File: src/rtl/soma_bfs_run_ctrl_if.sv
`default_nettype none
// ---------------------------------------------------------------------------
// soma_bfs_run_ctrl_if: CSR/AFU-side signal bundle of the BFS launch sequencer
// Rev 1.0
// ---------------------------------------------------------------------------
interface soma_bfs_run_ctrl_if;
  logic        run_req;
  logic        abort_req;
  logic [31:0] cfg_capacity;
  logic [63:0] cfg_rd_nodes;
  logic [63:0] cfg_rd_edges;
  logic [63:0] cfg_rd_dist;
  logic [63:0] cfg_wr_dist;
  logic [63:0] cfg_rd_wl;
  logic [63:0] cfg_wr_wl;

  logic        start_worklistServiceMod;
  logic        start_afuBFS;
  logic [31:0] setCapacity_worklistServiceMod;
  logic [63:0] setRd_addr_readNodes;
  logic [63:0] setRd_addr_readEdges;
  logic [63:0] setRd_addr_readDistance;
  logic [63:0] setWr_addr_writeDistance;
  logic [63:0] setRd_addr_readWorklist;
  logic [63:0] setWr_addr_writeWorklist;

  logic        finish_afuBFS;
  logic [63:0] getNodesTchd_afuBFS;

  logic        busy;
  logic        done;
  logic        err_cfg;
  logic        err_timeout;
  logic        aborted;
  logic [63:0] run_cycles;
  logic [63:0] nodes_tchd;

  // Environment side: CSR block plus the AFU completion/status signals.
  modport master (
    output run_req, abort_req, cfg_capacity,
    output cfg_rd_nodes, cfg_rd_edges, cfg_rd_dist, cfg_wr_dist, cfg_rd_wl, cfg_wr_wl,
    output finish_afuBFS, getNodesTchd_afuBFS,
    input  start_worklistServiceMod, start_afuBFS, setCapacity_worklistServiceMod,
    input  setRd_addr_readNodes, setRd_addr_readEdges, setRd_addr_readDistance,
    input  setWr_addr_writeDistance, setRd_addr_readWorklist, setWr_addr_writeWorklist,
    input  busy, done, err_cfg, err_timeout, aborted, run_cycles, nodes_tchd
  );

  // Sequencer side.
  modport slave (
    input  run_req, abort_req, cfg_capacity,
    input  cfg_rd_nodes, cfg_rd_edges, cfg_rd_dist, cfg_wr_dist, cfg_rd_wl, cfg_wr_wl,
    input  finish_afuBFS, getNodesTchd_afuBFS,
    output start_worklistServiceMod, start_afuBFS, setCapacity_worklistServiceMod,
    output setRd_addr_readNodes, setRd_addr_readEdges, setRd_addr_readDistance,
    output setWr_addr_writeDistance, setRd_addr_readWorklist, setWr_addr_writeWorklist,
    output busy, done, err_cfg, err_timeout, aborted, run_cycles, nodes_tchd
  );
endinterface
`default_nettype wire

File: src/rtl/soma_bfs_run_ctrl.sv
`default_nettype none
// ---------------------------------------------------------------------------
// soma_bfs_run_ctrl: validates a BFS launch config, pulses WL then AFU start,
// and measures the run. Rev 1.0
// ---------------------------------------------------------------------------
module soma_bfs_run_ctrl #(
  parameter int unsigned WL_SETTLE       = 4,
  parameter int unsigned TIMEOUT_CYCLES  = 0,
  parameter int unsigned ADDR_ALIGN_BITS = 6
) (
  input  logic                clk,
  input  logic                SoftReset,
  soma_bfs_run_ctrl_if.slave  bus
);

  typedef enum logic [2:0] {
    S_IDLE      = 3'd0,
    S_CHECK     = 3'd1,
    S_START_WL  = 3'd2,
    S_SETTLE    = 3'd3,
    S_START_BFS = 3'd4,
    S_RUN       = 3'd5,
    S_FINISH    = 3'd6
  } state_t;

  // SETTLE holds for WL_SETTLE-1 cycles; the counter is loaded with WL_SETTLE-2.
  localparam int unsigned       SETTLE_W    = (WL_SETTLE > 2) ? $clog2(WL_SETTLE - 1) : 1;
  localparam logic [SETTLE_W-1:0] SETTLE_LOAD = SETTLE_W'((WL_SETTLE >= 2) ? (WL_SETTLE - 2) : 0);
  localparam logic [63:0]       ALIGN_MASK  = (64'd1 << ADDR_ALIGN_BITS) - 64'd1;
  localparam logic [63:0]       TIMEOUT_LIM = 64'(TIMEOUT_CYCLES);

  state_t              state_q, state_d;
  logic [SETTLE_W-1:0] settle_cnt_q, settle_cnt_d;
  logic [63:0]         run_cycles_q, run_cycles_d;
  logic [63:0]         nodes_tchd_q, nodes_tchd_d;
  logic                done_q, done_d;
  logic                err_cfg_q, err_cfg_d;
  logic                err_timeout_q, err_timeout_d;
  logic                aborted_q, aborted_d;
  logic [31:0]         capacity_q, capacity_d;
  logic [63:0]         rd_nodes_q, rd_nodes_d;
  logic [63:0]         rd_edges_q, rd_edges_d;
  logic [63:0]         rd_dist_q, rd_dist_d;
  logic [63:0]         wr_dist_q, wr_dist_d;
  logic [63:0]         rd_wl_q, rd_wl_d;
  logic [63:0]         wr_wl_q, wr_wl_d;

  logic                cfg_bad;
  logic [63:0]         run_cycles_inc;

  always_ff @(posedge clk) begin
    if (SoftReset) begin
      state_q       <= S_IDLE;
      settle_cnt_q  <= '0;
      run_cycles_q  <= '0;
      nodes_tchd_q  <= '0;
      done_q        <= 1'b0;
      err_cfg_q     <= 1'b0;
      err_timeout_q <= 1'b0;
      aborted_q     <= 1'b0;
      capacity_q    <= '0;
      rd_nodes_q    <= '0;
      rd_edges_q    <= '0;
      rd_dist_q     <= '0;
      wr_dist_q     <= '0;
      rd_wl_q       <= '0;
      wr_wl_q       <= '0;
    end else begin
      state_q       <= state_d;
      settle_cnt_q  <= settle_cnt_d;
      run_cycles_q  <= run_cycles_d;
      nodes_tchd_q  <= nodes_tchd_d;
      done_q        <= done_d;
      err_cfg_q     <= err_cfg_d;
      err_timeout_q <= err_timeout_d;
      aborted_q     <= aborted_d;
      capacity_q    <= capacity_d;
      rd_nodes_q    <= rd_nodes_d;
      rd_edges_q    <= rd_edges_d;
      rd_dist_q     <= rd_dist_d;
      wr_dist_q     <= wr_dist_d;
      rd_wl_q       <= rd_wl_d;
      wr_wl_q       <= wr_wl_d;
    end
  end

  always_comb begin
    state_d       = state_q;
    settle_cnt_d  = settle_cnt_q;
    run_cycles_d  = run_cycles_q;
    nodes_tchd_d  = nodes_tchd_q;
    done_d        = done_q;
    err_cfg_d     = err_cfg_q;
    err_timeout_d = err_timeout_q;
    aborted_d     = aborted_q;
    capacity_d    = capacity_q;
    rd_nodes_d    = rd_nodes_q;
    rd_edges_d    = rd_edges_q;
    rd_dist_d     = rd_dist_q;
    wr_dist_d     = wr_dist_q;
    rd_wl_d       = rd_wl_q;
    wr_wl_d       = wr_wl_q;

    // Config check runs on the latched copy, so it matches what the AFU sees.
    cfg_bad = ((rd_nodes_q | rd_edges_q | rd_dist_q | wr_dist_q | rd_wl_q | wr_wl_q)
               & ALIGN_MASK) != 64'd0 || capacity_q == 32'd0;
    run_cycles_inc = (&run_cycles_q) ? run_cycles_q : run_cycles_q + 64'd1;

    case (state_q)
      S_IDLE: begin
        if (bus.run_req) begin
          capacity_d    = bus.cfg_capacity;
          rd_nodes_d    = bus.cfg_rd_nodes;
          rd_edges_d    = bus.cfg_rd_edges;
          rd_dist_d     = bus.cfg_rd_dist;
          wr_dist_d     = bus.cfg_wr_dist;
          rd_wl_d       = bus.cfg_rd_wl;
          wr_wl_d       = bus.cfg_wr_wl;
          done_d        = 1'b0;
          err_cfg_d     = 1'b0;
          err_timeout_d = 1'b0;
          aborted_d     = 1'b0;
          state_d       = S_CHECK;
        end
      end
      S_CHECK: begin
        if (cfg_bad) begin
          err_cfg_d = 1'b1;
          state_d   = S_IDLE;
        end else begin
          state_d   = S_START_WL;
        end
      end
      S_START_WL: begin
        settle_cnt_d = SETTLE_LOAD;
        state_d      = (WL_SETTLE <= 1) ? S_START_BFS : S_SETTLE;
      end
      S_SETTLE: begin
        if (settle_cnt_q == '0) begin
          state_d = S_START_BFS;
        end else begin
          settle_cnt_d = settle_cnt_q - SETTLE_W'(1);
        end
      end
      S_START_BFS: begin
        run_cycles_d = 64'd1;
        state_d      = S_RUN;
      end
      S_RUN: begin
        run_cycles_d = run_cycles_inc;
        if (bus.finish_afuBFS) begin
          nodes_tchd_d = bus.getNodesTchd_afuBFS;
          state_d      = S_FINISH;
        end else if (TIMEOUT_CYCLES != 0 && run_cycles_inc >= TIMEOUT_LIM) begin
          err_timeout_d = 1'b1;
          state_d       = S_IDLE;
        end
      end
      S_FINISH: begin
        done_d  = 1'b1;
        state_d = S_IDLE;
      end
      default: begin
        state_d = S_IDLE;
      end
    endcase

    // Abort overrides finish/timeout outcomes, but a failed config check wins over it.
    if (bus.abort_req && state_q != S_IDLE && !(state_q == S_CHECK && cfg_bad)) begin
      state_d       = S_IDLE;
      aborted_d     = 1'b1;
      done_d        = done_q;
      err_timeout_d = err_timeout_q;
      nodes_tchd_d  = nodes_tchd_q;
    end
  end

  assign bus.start_worklistServiceMod       = (state_q == S_START_WL);
  assign bus.start_afuBFS                   = (state_q == S_START_BFS);
  assign bus.setCapacity_worklistServiceMod = capacity_q;
  assign bus.setRd_addr_readNodes           = rd_nodes_q;
  assign bus.setRd_addr_readEdges           = rd_edges_q;
  assign bus.setRd_addr_readDistance        = rd_dist_q;
  assign bus.setWr_addr_writeDistance       = wr_dist_q;
  assign bus.setRd_addr_readWorklist        = rd_wl_q;
  assign bus.setWr_addr_writeWorklist       = wr_wl_q;
  assign bus.busy                           = (state_q != S_IDLE);
  assign bus.done                           = done_q;
  assign bus.err_cfg                        = err_cfg_q;
  assign bus.err_timeout                    = err_timeout_q;
  assign bus.aborted                        = aborted_q;
  assign bus.run_cycles                     = run_cycles_q;
  assign bus.nodes_tchd                     = nodes_tchd_q;

endmodule
`default_nettype wire

File: src/flat_wrapper.sv
// flat-port wrapper written by rule: the top's interface ports become plain ports
module soma_bfs_run_ctrl_flat 
#(
  parameter int unsigned WL_SETTLE       = 4,
  parameter int unsigned TIMEOUT_CYCLES  = 0,
  parameter int unsigned ADDR_ALIGN_BITS = 6
)
  (clk, SoftReset, bus_run_req, bus_abort_req, bus_cfg_capacity, bus_cfg_rd_nodes, bus_cfg_rd_edges, bus_cfg_rd_dist, bus_cfg_wr_dist, bus_cfg_rd_wl, bus_cfg_wr_wl, bus_finish_afuBFS, bus_getNodesTchd_afuBFS, bus_start_worklistServiceMod, bus_start_afuBFS, bus_setCapacity_worklistServiceMod, bus_setRd_addr_readNodes, bus_setRd_addr_readEdges, bus_setRd_addr_readDistance, bus_setWr_addr_writeDistance, bus_setRd_addr_readWorklist, bus_setWr_addr_writeWorklist, bus_busy, bus_done, bus_err_cfg, bus_err_timeout, bus_aborted, bus_run_cycles, bus_nodes_tchd);
  soma_bfs_run_ctrl_if bus_i ();
  input  logic clk;
  input  logic SoftReset;
  input wire logic [$bits(bus_i.run_req)-1:0] bus_run_req;
  input wire logic [$bits(bus_i.abort_req)-1:0] bus_abort_req;
  input wire logic [$bits(bus_i.cfg_capacity)-1:0] bus_cfg_capacity;
  input wire logic [$bits(bus_i.cfg_rd_nodes)-1:0] bus_cfg_rd_nodes;
  input wire logic [$bits(bus_i.cfg_rd_edges)-1:0] bus_cfg_rd_edges;
  input wire logic [$bits(bus_i.cfg_rd_dist)-1:0] bus_cfg_rd_dist;
  input wire logic [$bits(bus_i.cfg_wr_dist)-1:0] bus_cfg_wr_dist;
  input wire logic [$bits(bus_i.cfg_rd_wl)-1:0] bus_cfg_rd_wl;
  input wire logic [$bits(bus_i.cfg_wr_wl)-1:0] bus_cfg_wr_wl;
  input wire logic [$bits(bus_i.finish_afuBFS)-1:0] bus_finish_afuBFS;
  input wire logic [$bits(bus_i.getNodesTchd_afuBFS)-1:0] bus_getNodesTchd_afuBFS;
  output wire logic [$bits(bus_i.start_worklistServiceMod)-1:0] bus_start_worklistServiceMod;
  output wire logic [$bits(bus_i.start_afuBFS)-1:0] bus_start_afuBFS;
  output wire logic [$bits(bus_i.setCapacity_worklistServiceMod)-1:0] bus_setCapacity_worklistServiceMod;
  output wire logic [$bits(bus_i.setRd_addr_readNodes)-1:0] bus_setRd_addr_readNodes;
  output wire logic [$bits(bus_i.setRd_addr_readEdges)-1:0] bus_setRd_addr_readEdges;
  output wire logic [$bits(bus_i.setRd_addr_readDistance)-1:0] bus_setRd_addr_readDistance;
  output wire logic [$bits(bus_i.setWr_addr_writeDistance)-1:0] bus_setWr_addr_writeDistance;
  output wire logic [$bits(bus_i.setRd_addr_readWorklist)-1:0] bus_setRd_addr_readWorklist;
  output wire logic [$bits(bus_i.setWr_addr_writeWorklist)-1:0] bus_setWr_addr_writeWorklist;
  output wire logic [$bits(bus_i.busy)-1:0] bus_busy;
  output wire logic [$bits(bus_i.done)-1:0] bus_done;
  output wire logic [$bits(bus_i.err_cfg)-1:0] bus_err_cfg;
  output wire logic [$bits(bus_i.err_timeout)-1:0] bus_err_timeout;
  output wire logic [$bits(bus_i.aborted)-1:0] bus_aborted;
  output wire logic [$bits(bus_i.run_cycles)-1:0] bus_run_cycles;
  output wire logic [$bits(bus_i.nodes_tchd)-1:0] bus_nodes_tchd;
  assign bus_i.run_req = bus_run_req;
  assign bus_i.abort_req = bus_abort_req;
  assign bus_i.cfg_capacity = bus_cfg_capacity;
  assign bus_i.cfg_rd_nodes = bus_cfg_rd_nodes;
  assign bus_i.cfg_rd_edges = bus_cfg_rd_edges;
  assign bus_i.cfg_rd_dist = bus_cfg_rd_dist;
  assign bus_i.cfg_wr_dist = bus_cfg_wr_dist;
  assign bus_i.cfg_rd_wl = bus_cfg_rd_wl;
  assign bus_i.cfg_wr_wl = bus_cfg_wr_wl;
  assign bus_i.finish_afuBFS = bus_finish_afuBFS;
  assign bus_i.getNodesTchd_afuBFS = bus_getNodesTchd_afuBFS;
  assign bus_start_worklistServiceMod = bus_i.start_worklistServiceMod;
  assign bus_start_afuBFS = bus_i.start_afuBFS;
  assign bus_setCapacity_worklistServiceMod = bus_i.setCapacity_worklistServiceMod;
  assign bus_setRd_addr_readNodes = bus_i.setRd_addr_readNodes;
  assign bus_setRd_addr_readEdges = bus_i.setRd_addr_readEdges;
  assign bus_setRd_addr_readDistance = bus_i.setRd_addr_readDistance;
  assign bus_setWr_addr_writeDistance = bus_i.setWr_addr_writeDistance;
  assign bus_setRd_addr_readWorklist = bus_i.setRd_addr_readWorklist;
  assign bus_setWr_addr_writeWorklist = bus_i.setWr_addr_writeWorklist;
  assign bus_busy = bus_i.busy;
  assign bus_done = bus_i.done;
  assign bus_err_cfg = bus_i.err_cfg;
  assign bus_err_timeout = bus_i.err_timeout;
  assign bus_aborted = bus_i.aborted;
  assign bus_run_cycles = bus_i.run_cycles;
  assign bus_nodes_tchd = bus_i.nodes_tchd;
  soma_bfs_run_ctrl #(.WL_SETTLE(WL_SETTLE), .TIMEOUT_CYCLES(TIMEOUT_CYCLES), .ADDR_ALIGN_BITS(ADDR_ALIGN_BITS)) u_core (.clk(clk), .SoftReset(SoftReset), .bus(bus_i));
endmodule
File: config.mk
export PLATFORM = sky130hd
export DESIGN_NAME = soma_bfs_run_ctrl_flat
export DESIGN_NICKNAME = d
export VERILOG_FILES = /design/src/rtl/soma_bfs_run_ctrl_if.sv /design/src/rtl/soma_bfs_run_ctrl.sv /design/src/flat_wrapper.sv
export SDC_FILE = /design/constraint.sdc
export NUM_CORES = 1
export LEC_CHECK = 0
export ABC_AREA = 0
export BUFFER_PORTS_ARGS = -buffer_cell sky130_fd_sc_hd__buf_2
export CORE_AREA = 8 8 397 399
export CTS_BUF_LIST = sky130_fd_sc_hd__clkbuf_8
export DETAILED_ROUTE_END_ITERATION = 10
export DIE_AREA = 0 0 405 407
export HOLD_SLACK_MARGIN = 0.05
export MAX_ROUTING_LAYER = met4
export PLACE_DENSITY_LB_ADDON = 0.08
export REMOVE_ABC_BUFFERS = 1
export SLEW_MARGIN = 20
export SYNTH_ARGS = -nofsm -noshare
export SYNTH_HDL_FRONTEND = slang
export SYNTH_SLANG_ARGS = --single-unit
File: constraint.sdc
create_clock -name clk -period 2.8 [get_ports clk]
set_clock_uncertainty 0.05 [all_clocks]
set_input_delay 0.28 -clock clk [delete_from_list [all_inputs] [get_ports clk]]
set_output_delay 0.28 -clock clk [all_outputs]
set_load 0.05 [all_outputs]
# Word-level counts from Yosys, hierarchy flattened
# Cells that the tools add are included.
# totals
output_inout_bits	551
register_bits	552
input_bits	485
# op_classes
n_eq_ne	12
mux	15
n_addsub	2
bitwise_logic	6
reduce_logical	26
# ops
cell	count
$pmux 64 s2	1
$add 64x1->64 const B	1
$mux 64	1
$reduce_and 64->1	1
$reduce_bool 64->1	1
$logic_not 32->1	1
$or 6x6->6	5
$pmux 3 s6	1
$reduce_and 3->1	4
$reduce_bool 2->1	6
$eq 3x3->1 const B	3
$mux 3	3
$ne 2x2->1 const B	4
$reduce_and 2->1	4
$eq 3x2->1 const B	2
$mux 1	4
$mux 2	2
$ne 2x1->1 const B	2
$pmux 1 s2	2
$pmux 2 s2	1
$eq 3x1->1 const B	1
$logic_and 1x1->1	3
$logic_not 3->1	1
$reduce_bool 3->1	1
other kinds (6)	6

# Depth between registers and ports, before layout
# Gate-level depths: netlist of the first run.
# depth
ltp_word	12
depth_mapped	10

# Worst setup path before layout of the first run
# Ideal clock, no wire load.
# synth_path
kind	register to register
start	reg u_core.run_cycles_q[0] (netlist: u_core.bus.run_cycles[0])
end	reg u_core.run_cycles_q[55] (netlist: u_core.bus.run_cycles[55])
path_slack_ns	0.230
path_buffers	1
stages_incl_launch_ff	9
t_arrival_ns	2.450
synth_period_minus_slack_ns	2.570
setup_time_ns	0.070
path_cell_list	dfxtp_1 -> ha_1 -> nand3_1 -> nor3_2 -> nand4_1 -> o311ai_2 -> buf_4 -> o21ai_0 -> a21oi_1
# synth_between
elab_chain_cells	3
elab_cells_between_ends	6
# synth_lines
item	line	rtl
from (decl)	soma_bfs_run_ctrl.sv:34	logic [63:0] run_cycles_q, run_cycles_d;
from (signal assigned)	soma_bfs_run_ctrl.sv:71	run_cycles_q <= run_cycles_d;
$add 64x1->64 or $reduce_and 64->1 (tied branches)	soma_bfs_run_ctrl.sv:107	run_cycles_inc = (&run_cycles_q) ? run_cycles_q : run_cycles_q + 64'd1;
$mux 64 or $ne 2x2->1 (tied branches)	-	
$pmux 64 s2 or $reduce_and 2->1 (tied branches)	-	
# Several ways; a longest one is shown, not always the timed one. The select of a mux whose other input is x is not followed.
# A chain may end at the register's enable or synchronous reset.

# Worst setup path after layout of the first run
# layout_path
start	reg u_core.state_q[1]
end	reg u_core.nodes_tchd_q[9] (netlist: u_core.bus.nodes_tchd[9])
# layout_between
elab_chain_cells	6
elab_cells_between_ends	9
# layout_lines
item	line	rtl
from (decl)	soma_bfs_run_ctrl.sv:32	state_t state_q, state_d;
from (signal assigned)	soma_bfs_run_ctrl.sv:69	state_q <= state_d;
$eq 3x1->1	soma_bfs_run_ctrl.sv:169	if (bus.abort_req && state_q != S_IDLE && !(state_q == S_CHECK && cfg_bad)) begin
$logic_and 1x1->1	soma_bfs_run_ctrl.sv:169	
$logic_not 1->1	soma_bfs_run_ctrl.sv:169	
$logic_and 1x1->1	soma_bfs_run_ctrl.sv:169	
$not 1->1 (no line)	-	
$reduce_and 3->1 (no line) (*)	-	
to (signal assigned)	soma_bfs_run_ctrl.sv:72	nodes_tchd_q <= nodes_tchd_d;
to (decl)	soma_bfs_run_ctrl.sv:35	logic [63:0] nodes_tchd_q, nodes_tchd_d;
# Mark *: on every way between the ends. The rest lies on a longest branch, timed or not.

==> flow_metrics.env, run 1 <==
export IMPL_antenna_found_initial=65
export IMPL_cts_tree="yes"
export IMPL_critPathArrivalTime_ns=3.21
export IMPL_cts_num_sinks=552
export IMPL_fillCellCount=17100
export IMPL_final_area_mm2=0.0367
export IMPL_power_density_mw_per_mm2=578
export IMPL_syn2layout_area_growth_pct=80.1
export IMPL_worst_pin_slew_ns=0.808
export IMPL_initial_core_util=0.135
export IMPL_place_gp_congestion=0.775
export IMPL_rsz0062_at_grt="false"
export IMPL_io_pins=1036
export IMPL_drv_slew=0
export IMPL_drc=0
export IMPL_crit_fanout=64
export IMPL_seqCellArea_mm2=0.0111
export IMPL_port_buffers=1034
export IMPL_crit_type="reg2reg"
export IMPL_synth_edf_count=0
export IMPL_die_h_um=407
export IMPL_setup_ws_ns=0.245
export IMPL_rows=143
export IMPL_grt_max_degree=124
export IMPL_clk_pin_slew_ns=0.06
export IMPL_htreeDepth=3
export IMPL_placed_cell_area_mm2=0.0282
export IMPL_yosysTopAreaCell="dfxtp_1"
export IMPL_layout_worst_path_cycle_share=0.913
export IMPL_vias=24400
export IMPL_post_cts_resized=0
export IMPL_min_path_type="in2reg"
export IMPL_synth_cell_types=52
export IMPL_ys_seq_elements=552
export IMPL_power_leakage_nw=16.1
export IMPL_hold_violations=0
export IMPL_dp_cells=5558
export IMPL_synth_cells=2605
export IMPL_tns_ns=0
export IMPL_combPwrFrac=0.187
export IMPL_gr_total_overflow=0
export IMPL_nNetsFinal=4734
export IMPL_viasPerCell=3.79
export IMPL_synth_top_cell_area_share=0.542
export IMPL_synthesis_area_per_instance_um2=7.82
export IMPL_intPower_mw=14.3
export IMPL_hpwl_um=100000
export IMPL_synth_area_top_cells="dfxtp_1 54%, nand2_1 19%, a21oi_1 13%, clkbuf_1 3.1%, nand4_1 0.92%"
export IMPL_die_area_mm2=0.165
export IMPL_grt_pass1_wl_um=182000
export IMPL_synth_main_ff_cell="dfxtp_1"
export IMPL_chipWidth_um=405
export IMPL_end_kind="flop"
export IMPL_grt_pass1_vias=25300
export IMPL_cts_made_buffers=113
export IMPL_wl_per_cell_um=20.4
export IMPL_worstPathRequired_ns=3.45
export IMPL_track_usage=0.154
export IMPL_drt_pass1_iter_count=5
export IMPL_finalSetupViolations=0
export IMPL_ant_nets=0
export IMPL_synth_async_reset_ratio=0
export IMPL_ys_seq_area_frac=0.542
export IMPL_drive_gt1_frac=0.297
export IMPL_worst_ir_drop_vdd_uv=371
export IMPL_postLayoutCoreUtil=0.243
export IMPL_cp_start_kind="flop"
export IMPL_place_ws_ns=0.237
export IMPL_fin_crit_ns=2.56
export IMPL_switching_power_mw=6.91
export IMPL_clkPwrFrac=0.416
export IMPL_ys_warn_count=0
export IMPL_drv_cap=0
export IMPL_instances_no_fill=6433
export IMPL_switching_share=0.326
export IMPL_slew_headroom=0.461
export IMPL_status="completed"
export IMPL_hold_slack_ns=0.192
export IMPL_wl_um=131000
export IMPL_power_share_sequential=0.397
export IMPL_cts_buffer_depth=3
export IMPL_core_mm2=0.151
export IMPL_syn_area_mm2=0.0204
export IMPL_power_total_mw=21.2
export IMPL_drtIter0Drc=1008
export IMPL_max_freq_mhz=391
export IMPL_multi_input_area_mm2=0.00858
export IMPL_clkLatencyLatePin_ns=0.82
export IMPL_cts_root_buf="clkbuf_8"
[layout by cell type, fill, tap and decap left out, drive strengths merged, types with 17 or more instances in the layout]
cell	count
a21oi	518
and3	17
buf	1115
clkbuf	139
dfxtp	552
diode	69
dlygate4sd3	601
inv	63
nand2	1005
nand3	34
nand4	30
nor2	39
nor4	21
o21ai	26
or3	31
or4	23
[worst max-delay path, stage by stage (launching register included)]
cell and delay [ns]:
dfxtp_1 0.38, nand2b_1 0.30, buf_4 0.30, nor3_2 0.25
buf_12 0.29, nand2_1 0.09, dlygate4sd3_1 0.58, a21oi_1 0.16
[logic make-up (layout without fill, tap and decap cells)]
group,after synthesis,count (layout),synth area share
AO/OA/AOI/OAI,592,592,0.153
XOR/XNOR,20,20,0.00860
adder cells (fa/ha/maj),2,2,0.00123
buffers and inverters,196,1925,0.0379
flip-flops,552,552,0.542
multiplexers,2,2,0.000982
other,1,70,0.000184
AND/OR/NAND/NOR,1240,1240,0.256
[power by group through the flow]
stage / registers (mW) / clock network, mW / logic, mW
finish: 8.42 / 8.83 / 3.98
global route: 8.46 / 9.65 / 4.24
CTS: 8.42 / 9.33 / 4.08
detailed placement: 8.58 / 0 / 3.38
global placement: 8.58 / 0 / 3.40
floorplan: 9.81 / 0 / 0.800
[path summary, 6_finish.rpt]
check                           cells after the start                                   start                                      endpoint  slack (ns)
worst min register to register                      2  u_core.bus.setRd_addr_readWorklist[63]        u_core.bus.setRd_addr_readWorklist[63]        0.40
worst max-delay path                                7                       u_core.state_q[1]                      u_core.bus.nodes_tchd[9]        0.24
worst min-delay path                                4                     bus_cfg_capacity[2]  u_core.bus.setCapacity_worklistServiceMod[2]        0.19
worst max register to register                      7                       u_core.state_q[1]                      u_core.bus.nodes_tchd[9]        0.24
[sequential cells by signal, indices dropped and copies added, names as in the netlist, 3 cells and up]
name / cells
u_core.bus.setCapacity_worklistServiceMod: 32
u_core.bus.run_cycles: 64
u_core.bus.setRd_addr_readEdges: 64
u_core.bus.setRd_addr_readWorklist: 64
u_core.bus.setWr_addr_writeDistance: 64
u_core.bus.setRd_addr_readDistance: 64
u_core.state_q: 3
u_core.bus.setRd_addr_readNodes: 64
u_core.bus.nodes_tchd: 64
u_core.bus.setWr_addr_writeWorklist: 64
[routing by layer]
metal / part of all wire / global-route usage
met1: 0.38 / 0.161
met2: 0.50 / 0.259
met3: 0.076 / 0.0551
met4: 0.052 / 0.0731
met5: 0 / -
[cell type report]
cell class / count / share of cell area
tap: 2030 / 0.0692
inverter: 7 / 0.000716
antenna: 69 / 0.00470
sequential: 552 / 0.301
timing repair buffer: 1716 / 0.328
clock inverter: 63 / 0.0109
clock buffer: 139 / 0.0521
multi-input combinational: 1857 / 0.234
[cell usage after synthesis, drive strengths merged, types with 3 or more instances]
| cell type | instances |
|---|---|
| a2111oi | 6 |
| o31ai | 13 |
| nor4 | 21 |
| or3 | 31 |
| xor2 | 8 |
| nand3 | 34 |
| a31oi | 3 |
| nand4 | 30 |
| nand2 | 1005 |
| and2 | 7 |
| nor3 | 11 |
| a21oi | 518 |
| nor2 | 39 |
| a211oi | 4 |
| clkbuf | 168 |
| xnor2 | 12 |
| buf | 21 |
| o311ai | 3 |
| and4 | 11 |
| inv | 7 |
| or4 | 23 |
| o211ai | 11 |
| dfxtp | 552 |
| or2 | 5 |
| and3 | 17 |
| o21ai | 26 |
[timing repair]
item | 4_1_cts | 5_1_grt
hold endpoints to repair | 487 | 0
hold buffers | 601 | 0
buffers inserted | 0 | 3
setup endpoints to repair | 0 | 40
(Power assumes the default switching activity.)
==> run 2, diff against run 1 <==
--- a/config.mk
+++ b/config.mk
@@ -5,12 +5,12 @@
 export SDC_FILE = /design/constraint.sdc
 export NUM_CORES = 1
 export LEC_CHECK = 0
-export ABC_AREA = 0
+export ABC_AREA = 1
 export BUFFER_PORTS_ARGS = -buffer_cell sky130_fd_sc_hd__buf_2
-export CORE_AREA = 8 8 397 399
+export CORE_AREA = 8 8 398 400
 export CTS_BUF_LIST = sky130_fd_sc_hd__clkbuf_8
 export DETAILED_ROUTE_END_ITERATION = 10
-export DIE_AREA = 0 0 405 407
+export DIE_AREA = 0 0 406 408
 export HOLD_SLACK_MARGIN = 0.05
 export MAX_ROUTING_LAYER = met4
 export PLACE_DENSITY_LB_ADDON = 0.08
==> run 2 against run 1 <==
Synthesized cell count grew 21%. Sequential power grew 4.6%. Power grew 15%. Fmax shrank 0.56%. Critical path depth grew 3. Non-clock buffer count grew 255. Wire length grew 8.4%. Hold slack gained 0.020 ns. Clock power shrank 2%. Flip-flop and latch count is the same. Final cell count grew 12%. Critical path type unchanged. Largest cell class unchanged. Highest routed layer unchanged.
==> flow_metrics.env, run 2 <==
export IMPL_final_cell_mix="1,127 x nand2_1, 1,033 x buf_2, 827 x dlygate4sd3_1, 552 x dfxtp_1, 506 x a21oi_1"
export IMPL_grt_max_degree=104
export IMPL_ys_seq_elements=552
export IMPL_track_usage=0.168
export IMPL_cts_buffer_depth=3
export IMPL_wl_um=142000
export IMPL_synth_async_reset_ratio=0
export IMPL_core_mm2=0.153
export IMPL_drc=0
export IMPL_grt_pass1_wl_um=203000
export IMPL_switching_power_mw=9.12
export IMPL_synth_main_ff_cell="dfxtp_1"
export IMPL_cts_root_buf="clkbuf_8"
export IMPL_clkPwrFrac=0.353
export IMPL_wl_per_cell_um=19.7
export IMPL_viasPerCell=3.85
export IMPL_worst_pin_slew_ns=1.18
export IMPL_intPower_mw=15.3
export IMPL_cp_start_kind="flop"
export IMPL_hpwl_um=108000
export IMPL_finalSetupViolations=0
export IMPL_drtIter0Drc=1361
export IMPL_switching_share=0.373
export IMPL_initial_core_util=0.146
export IMPL_die_h_um=408
export IMPL_io_pins=1036
export IMPL_port_buffers=1034
export IMPL_combPwrFrac=0.286
export IMPL_yosysTopAreaCell="dfxtp_1"
export IMPL_die_area_mm2=0.166
export IMPL_place_gp_congestion=0.852
export IMPL_drive_gt1_frac=0.268
export IMPL_power_share_sequential=0.361
export IMPL_crit_type="reg2reg"
export IMPL_syn_area_mm2=0.0222
export IMPL_final_area_mm2=0.0410
export IMPL_ys_seq_area_frac=0.497
export IMPL_synth_common_cells="1,129 x nand2_1, 552 x dfxtp_1, 506 x a21oi_1, 298 x nor2_1, 162 x inv_1"
export IMPL_synth_cell_types=36
export IMPL_cts_num_sinks=552
export IMPL_synth_cells=3148
export IMPL_max_freq_mhz=389
export IMPL_slew_headroom=0.210
export IMPL_layout_commonest_cell="nand2_1"
export IMPL_layout_worst_path_cycle_share=0.918
export IMPL_status="completed"
export IMPL_critPathArrivalTime_ns=3.22
export IMPL_fillCellCount=17300
export IMPL_drv_slew=0
export IMPL_clkLatencyLatePin_ns=0.82
export IMPL_drt_pass1_iter_count=5
export IMPL_clk_pin_slew_ns=0.06
export IMPL_placed_cell_area_mm2=0.0303
export IMPL_power_leakage_nw=18.8
export IMPL_nNetsFinal=5532
export IMPL_worst_ir_drop_vdd_uv=344
export IMPL_synth_top_cell_area_share=0.497
export IMPL_synth_area_top_cells="dfxtp_1 50%, nand2_1 19%, a21oi_1 11%, nor2_1 5.0%, nand3_1 3.1%"
export IMPL_end_kind="flop"
export IMPL_crit_fanout=17
export IMPL_ys_warn_count=0
export IMPL_grt_pass1_vias=29200
export IMPL_min_path_type="in2reg"
export IMPL_chipWidth_um=406
export IMPL_drv_cap=0
export IMPL_synth_edf_count=0
export IMPL_gr_total_overflow=0
export IMPL_hold_violations=0
export IMPL_htreeDepth=3
export IMPL_syn2layout_area_growth_pct=84.3
export IMPL_fin_crit_ns=2.57
export IMPL_ant_nets=0
export IMPL_rows=144
export IMPL_synthesis_area_per_instance_um2=7.06
export IMPL_seqCellArea_mm2=0.0111
export IMPL_rsz0062_at_grt="false"
export IMPL_vias=27700
export IMPL_power_density_mw_per_mm2=596
export IMPL_worstPathRequired_ns=3.45
export IMPL_synth_most_common_cell="nand2_1"
export IMPL_cts_made_buffers=117
export IMPL_antenna_found_initial=42
export IMPL_cts_tree="yes"
export IMPL_postLayoutCoreUtil=0.268
export IMPL_multi_input_area_mm2=0.00972
## run 2: cell types whose count changed after synthesis, moves of 15 or more
cell      delta
and3_1      -16
buf_2       +40
nor2_1     +259
nand2_2     +21
or4_1       -22
buf_1       +15
nand2_1    +124
nor4_1      -17
clkbuf_1    -51
a21oi_2     +21
nand3_1    +105
or3_1       -29
inv_1      +155
## run 2: stage by stage
step / power, mW / setup TNS [ns] / worst slack (ns) / cells / hold slack [ns]
after detailed placement: 14.9 / 0 / 0.178 / 6140 / 0.399
after floorplan: 12.6 / -5611.98 / -13.42 / 2954 / 0.292
after global placement: 14.9 / 0 / 0.138 / 6140 / 0.395
after CTS: 25.1 / 0 / 0.0133 / 7171 / 0.0526
after global routing: 25.8 / 0 / 0.0221 / 7210 / 0.101
final: 24.4 / 0 / 0.230 / 7211 / 0.212
## run 2: path summary, 6_finish.rpt
check                            from  slack [ns]                                      end  cells past startpoint
max          u_core.bus.run_cycles[0]        0.23                u_core.bus.run_cycles[15]                     10
min                 bus_cfg_wr_wl[31]        0.21  u_core.bus.setWr_addr_writeWorklist[31]                      4
max reg2reg  u_core.bus.run_cycles[0]        0.23                u_core.bus.run_cycles[15]                     10
min reg2reg        u_core.bus.aborted        0.40                       u_core.bus.aborted                      2
## run 2: logic make-up (layout without fill, tap and decap cells)
| logic type | after synthesis | count (layout) | synth area share |
|---|---|---|---|
| compound gates | 564 | 564 | 0.132 |
| xor+xnor | 10 | 10 | 0.00394 |
| fa+ha+maj | 2 | 2 | 0.00113 |
| buf+inv | 362 | 2343 | 0.0668 |
| flops | 552 | 552 | 0.497 |
| other cells | 1 | 38 | 0.000169 |
| simple gates | 1657 | 1658 | 0.299 |
## run 2: area by class of cell
| type | count | share of cell area |
|---|---|---|
| timing repair buffer | 1971 | 0.358 |
| sequential | 552 | 0.270 |
| multi-input combinational | 2235 | 0.237 |
| tap | 2044 | 0.0624 |
| clock buffer | 136 | 0.0457 |
| inverter | 168 | 0.0157 |
| clock inverter | 68 | 0.00910 |
| antenna | 37 | 0.00226 |
## run 2: critical path: stages (launching register included)
cell     delay [ns]
dfxtp_1        0.31
ha_1           0.26
nand2_1        0.15
nor2_4         0.05
nand2_2        0.14
nor2_4         0.06
nand3_2        0.11
nor2_2         0.10
nor2_2         0.92
nand3_1        0.16
a21oi_1        0.17
## run 2: layer usage
metal / up-vias / track usage / routed length [µm]
met4: 0 / 0.0474 / 3720
met5: - / - / 0
met3: 173 / 0.0522 / 10900
li1: 13900 / - / -
met1: 12900 / 0.190 / 58600
met2: 832 / 0.285 / 68900
## run 2: repair_timing
item	CTS	global route
hold buffers	827	0
setup endpoints to repair	0	241
resized for setup	0	5
hold endpoints to repair	512	0
buffers inserted	0	2
## run 2: power groups by stage
| stage | Sequential, mW | Combinational, mW | Clock [mW] |
|---|---|---|---|
| 2_1_floorplan | 11.0 | 1.57 | 0 |
| 3_3_place_gp | 8.96 | 5.92 | 0 |
| 3_5_place_dp | 8.97 | 5.89 | 0 |
| 4_1_cts | 8.81 | 7.10 | 9.15 |
| 5_1_grt | 8.88 | 7.49 | 9.47 |
| 6_report | 8.81 | 6.99 | 8.63 |
